## src/rtl/ebpf_unary_alu_pipe.sv

```systemverilog
// Pipelined eBPF unary ALU: NEG (64/32) and BPF_END byte swaps/truncations.
// The result is formed combinationally and carried with its tag through an elastic stage chain.
module ebpf_unary_alu_pipe #(
    parameter int STAGES = 2,
    parameter int TAG_W  = 4
) (
    input  logic             clk,
    input  logic             rst,
    input  logic             flush,
    input  logic             in_valid,
    output logic             in_ready,
    input  logic [2:0]       in_op,
    input  logic [63:0]      in_data,
    input  logic [TAG_W-1:0] in_tag,
    output logic             out_valid,
    input  logic             out_ready,
    output logic [63:0]      out_data,
    output logic [TAG_W-1:0] out_tag,
    output logic             busy
);

    typedef enum logic [2:0] {
        OP_NEG64 = 3'b000,
        OP_NEG32 = 3'b001,
        OP_BE16  = 3'b010,
        OP_BE32  = 3'b011,
        OP_BE64  = 3'b100,
        OP_LE16  = 3'b101,
        OP_LE32  = 3'b110,
        OP_LE64  = 3'b111
    } op_t;

    function automatic logic [63:0] bswap64(input logic [63:0] a);
        return {a[7:0], a[15:8], a[23:16], a[31:24],
                a[39:32], a[47:40], a[55:48], a[63:56]};
    endfunction

    function automatic logic [63:0] unary_result(input logic [2:0] op, input logic [63:0] a);
        logic [63:0] r;
        logic [31:0] lo_neg;
        lo_neg = 32'd0 - a[31:0];
        case (op_t'(op))
            OP_NEG64: r = 64'd0 - a;
            OP_NEG32: r = {32'h0, lo_neg};
            OP_BE16:  r = {48'h0, a[7:0], a[15:8]};
            OP_BE32:  r = {32'h0, a[7:0], a[15:8], a[23:16], a[31:24]};
            OP_BE64:  r = bswap64(a);
            OP_LE16:  r = {48'h0, a[15:0]};
            OP_LE32:  r = {32'h0, a[31:0]};
            default:  r = a;
        endcase
        return r;
    endfunction

    logic [STAGES-1:0] vld_p;
    logic [63:0]       data_p [STAGES];
    logic [TAG_W-1:0]  tag_p  [STAGES];

    logic [STAGES-1:0] ld;
    logic [STAGES-1:0] mv;
    logic              down_ok;
    logic              in_fire;
    logic [63:0]       result;

    assign result = unary_result(in_op, in_data);

    // Ready ripples back from out_ready: a stage can load if empty or if it drains this cycle.
    always_comb begin
        ld      = '0;
        mv      = '0;
        down_ok = out_ready;
        for (int k = STAGES - 1; k >= 0; k--) begin
            mv[k]   = vld_p[k] && down_ok;
            ld[k]   = !vld_p[k] || down_ok;
            down_ok = ld[k];
        end
    end

    assign in_ready  = ld[0] && !flush && !rst;
    assign in_fire   = in_valid && in_ready;
    assign out_valid = vld_p[STAGES-1];
    assign out_data  = data_p[STAGES-1];
    assign out_tag   = tag_p[STAGES-1];
    assign busy      = |vld_p;

    always_ff @(posedge clk) begin
        if (rst) begin
            vld_p <= '0;
            for (int k = 0; k < STAGES; k++) begin
                data_p[k] <= '0;
                tag_p[k]  <= '0;
            end
        end else begin
            if (flush) begin
                vld_p <= '0;
            end else begin
                if (ld[0]) vld_p[0] <= in_fire;
                for (int k = 1; k < STAGES; k++) begin
                    if (ld[k]) vld_p[k] <= mv[k-1];
                end
            end
            // stage 1 captures the computed result
            if (in_fire) begin
                data_p[0] <= result;
                tag_p[0]  <= in_tag;
            end
            // stages 2..STAGES are plain transport registers
            for (int k = 1; k < STAGES; k++) begin
                if (mv[k-1]) begin
                    data_p[k] <= data_p[k-1];
                    tag_p[k]  <= tag_p[k-1];
                end
            end
        end
    end

endmodule

```

## config.mk

```make
export PLATFORM = sky130hd
export DESIGN_NAME = ebpf_unary_alu_pipe
export DESIGN_NICKNAME = d
export VERILOG_FILES = /design/src/rtl/ebpf_unary_alu_pipe.sv
export SDC_FILE = /design/constraint.sdc
export NUM_CORES = 1
export LEC_CHECK = 0
export CORE_ASPECT_RATIO = 1.75
export CORE_UTILIZATION = 54
export DETAILED_ROUTE_END_ITERATION = 6
export PLACE_DENSITY = 0.81
export SYNTH_ARGS = -nofsm -noshare
export SYNTH_HDL_FRONTEND = slang
export SYNTH_SLANG_ARGS = --single-unit
```

## constraint.sdc

```tcl
create_clock -name clk -period 3.68 [get_ports clk]
set_input_delay 0.736 -clock clk [delete_from_list [all_inputs] [get_ports clk]]
set_output_delay 0.736 -clock clk [all_outputs]
set_load 0.02 [all_outputs]
```

==> flow_summary.json <==
{
  "yosys-top-cells-area": "edfxtp_1 (47%), buf_4 (6.2%), and2_1 (5.4%)",
  "tritoncts": "yes",
  "track_usage": 0.3648,
  "synth_top_cell_area_share": 0.4716,
  "antenna_found_initial": 0,
  "cts_made_buffers": 17,
  "drive_gt1_frac": 0.1737,
  "tightest_slew_ps": 748.4,
  "row_count": 60,
  "synth_cell_types": 66,
  "setup_violations": 0,
  "p_leak_nw": 3.894,
  "grt.overflow.total": 0,
  "ioPinCount": 147,
  "post_dp_cell_area_sq_um": 10440,
  "rsz0062_at_grt": "no",
  "postSynthCellCount": 853,
  "cellPowerDensity_nw_per_um2": 389.4,
  "synth_common_cells": "edfxtp_1 (136), and2_1 (75), buf_4 (71)",
  "syn_area_per_cell_sq_um": 10.15,
  "yosysTopAreaCell": "edfxtp_1",
  "status": "complete, but fails checks",
  "final_max_slew_viol_count": 0,
  "grtUsageMet3": 0.04984,
  "final_cell_area_sq_um": 11010,
  "finalHoldViolCount": 0,
  "grtUsageMet2": 0.6207,
  "netlist_area_sq_um": 8660,
  "syn_nets": 930,
  "die_h_um": 169.5,
  "crit_fanout": 18,
  "gr-usage-met1": 0.4278,
  "cts-root-buf": "clkbuf_16",
  "crit_required_ps": 3830,
  "grt_pass1_vias": 7540,
  "r2r-end": "data_p[0][25]$_SDFFCE_PN0P_",
  "ys_warn_count": 0,
  "dp_hpwl_mm": 22.35,
  "htreeDepth": 4,
  "synth_edf_count": 136,
  "viasPerCell": 6.718,
  "cts_sinks": 138,
  "end_kind": "flop",
  "cts_resized": 0,
  "critical_path_class": "primary input to flop",
  "antenna_cells": 0,
  "min_path_type": "flop to flop",
  "final_nets": 1066,
  "holdPathStages": 1,
  "min_to": "data_p[0][114]$_SDFFCE_PN0P_",
  "final_antenna_net_count": 0,
  "dp_slack_ps": 50.86,
  "critical_path_arrival_ps": 3470,
  "ys_seq_elements": 138,
  "syn_to_final_growth_pct": 27.19,
  "grt_max_degree": 64,
  "clk_pin_slew_ps": 70,
  "wl_per_cell_um": 25.07,
  "vdd_drop_max_uv": 303.0,
  "start_util": 0.5572,
  "grt_first_pass_wirelength_mm": 44.54,
  "drtIter0Drc": 861,
  "numPortBuffers": 146,
  "reg2reg_from": "vld_p[0]$_SDFFE_PP0N_",
  "maxCapViolCount": 0,
  "clk_latency_ps": 420,
  "clockBufferDepth": 2,
  "ys_seq_area_frac": 0.4762,
  "clock_skew_ps": 12.02,
  "die_area_sq_um": 16570,
  "post-route-drc-count": 15,
  "fmax_mhz": 301.0,
  "async_reset_ff_frac": 0,
  "vias": 7981,
  "r2r_setup_slack_ps": 1450,
  "hp-start": "data_p[0][50]$_SDFFCE_PN0P_",
  "die_w_um": 97.73,
  "failed_checks": "DRC",
  "firstDrtPassIters": 7,
  "cts_setup_buffers": 0,
  "wl_mm": 29.78,
  "grt-busiest-layer": "met2",
  "yosysMostFrequentCell": "edfxtp_1",
  "post-route-period-util": 0.9027,
  "cts_hold_buf": 0,
  "gp_congestion": 1.060,
  "setup_tns_ps": 0,
  "synth_ff_type": "edfxtp_1",
  "core_sq_um": 15540,
  "max_slew_margin": 0.4972,
  "min_period_ps": 3322,
  "r2r_cells": 6,
  "fin_ws_ps": 358.2,
  "cp-start-kind": "primary input"
}
[worst max path at each step]
| stage | start | to | cells past startpoint |
|---|---|---|---|
| 2_1_floorplan | out_ready | data_p[0][0]$_SDFFCE_PN0P_ | 4 |
| 3_3_place_gp | in_data[35] | data_p[0][41]$_SDFFCE_PN0P_ | 6 |
| 3_5_place_dp | in_data[35] | data_p[0][53]$_SDFFCE_PN0P_ | 6 |
| 4_1_cts | in_data[35] | data_p[0][63]$_SDFFCE_PN0P_ | 6 |
| 5_1_grt | in_data[35] | data_p[0][63]$_SDFFCE_PN0P_ | 6 |
| 6_report | in_data[35] | data_p[0][63]$_SDFFCE_PN0P_ | 6 |
[per-stage QoR]
step	utilization	power (mW)	cells	hold WS (ps)
after global routing	0.7088	4.397	1188	516.2
after floorplan	-	2.286	853	496.7
after global placement	0.6718	2.615	1156	497.9
after CTS	0.7088	4.284	1188	516.9
after detailed placement	0.6718	2.623	1156	501.4
final	0.7088	4.289	1188	513.1
[flip-flops by register name, indices dropped and copies added, names as in the netlist]
signal	count
data_p	128
vld_p	2
tag_p	8
[worst max-delay path, cell delays in order]
cell	delay, ps
clkdlybuf4s50_1	420
or4_1	560
or4_4	560
or4_4	630
nor4_1	410
o31ai_1	150
[report_power, final]
part / internal [mW] / total [mW] / switching, mW
Combinational: 0.324 / 0.754 / 0.430
Clock: 0.900 / 1.68 / 0.783
Sequential: 1.83 / 1.85 / 0.0244
Total: 3.05 / 4.29 / 1.24
[kinds of logic (layout without fill, tap and decap cells)]
kind of cell | Yosys count | in the layout | synth area share
flip-flops | 138 | 138 | 0.4762
multiplexers | 2 | 2 | 0.002312
AND/OR/NAND/NOR | 313 | 313 | 0.2027
AO/OA/AOI/OAI | 223 | 223 | 0.1926
XOR/XNOR | 17 | 17 | 0.01719
buffers and inverters | 158 | 307 | 0.1063
adder cells (fa/ha/maj) | 2 | 2 | 0.002601
[area by class of cell]
type | count | area (sq um)
Fill cell | 1174 | 4526
Sequential cell | 138 | 4124
Multi-Input combinational cell | 557 | 3635
Timing Repair Buffer | 270 | 2430
Clock buffer | 17 | 425.4
Tap cell | 186 | 232.7
Clock inverter | 15 | 148.9
Inverter | 5 | 18.77
[layout by cell type (no fill, tap or decap), types with 24 or more instances in the layout]
master / count
a21oi_1: 30
edfxtp_1: 136
nand2_1: 33
nand3_1: 24
nor2_1: 42
and2_1: 75
nor4_1: 34
clkdlybuf4s50_1: 146
buf_4: 121
a22oi_1: 51
nor3_1: 26
[per-layer routing]
layer  vias to the layer above  wire length, um
li1                       3505                -
met1                      3781            10310
met2                       556            14800
met3                       139             2510
met4                         0             2165
met5                         -                0
Power figures use the tool's default switching activity.
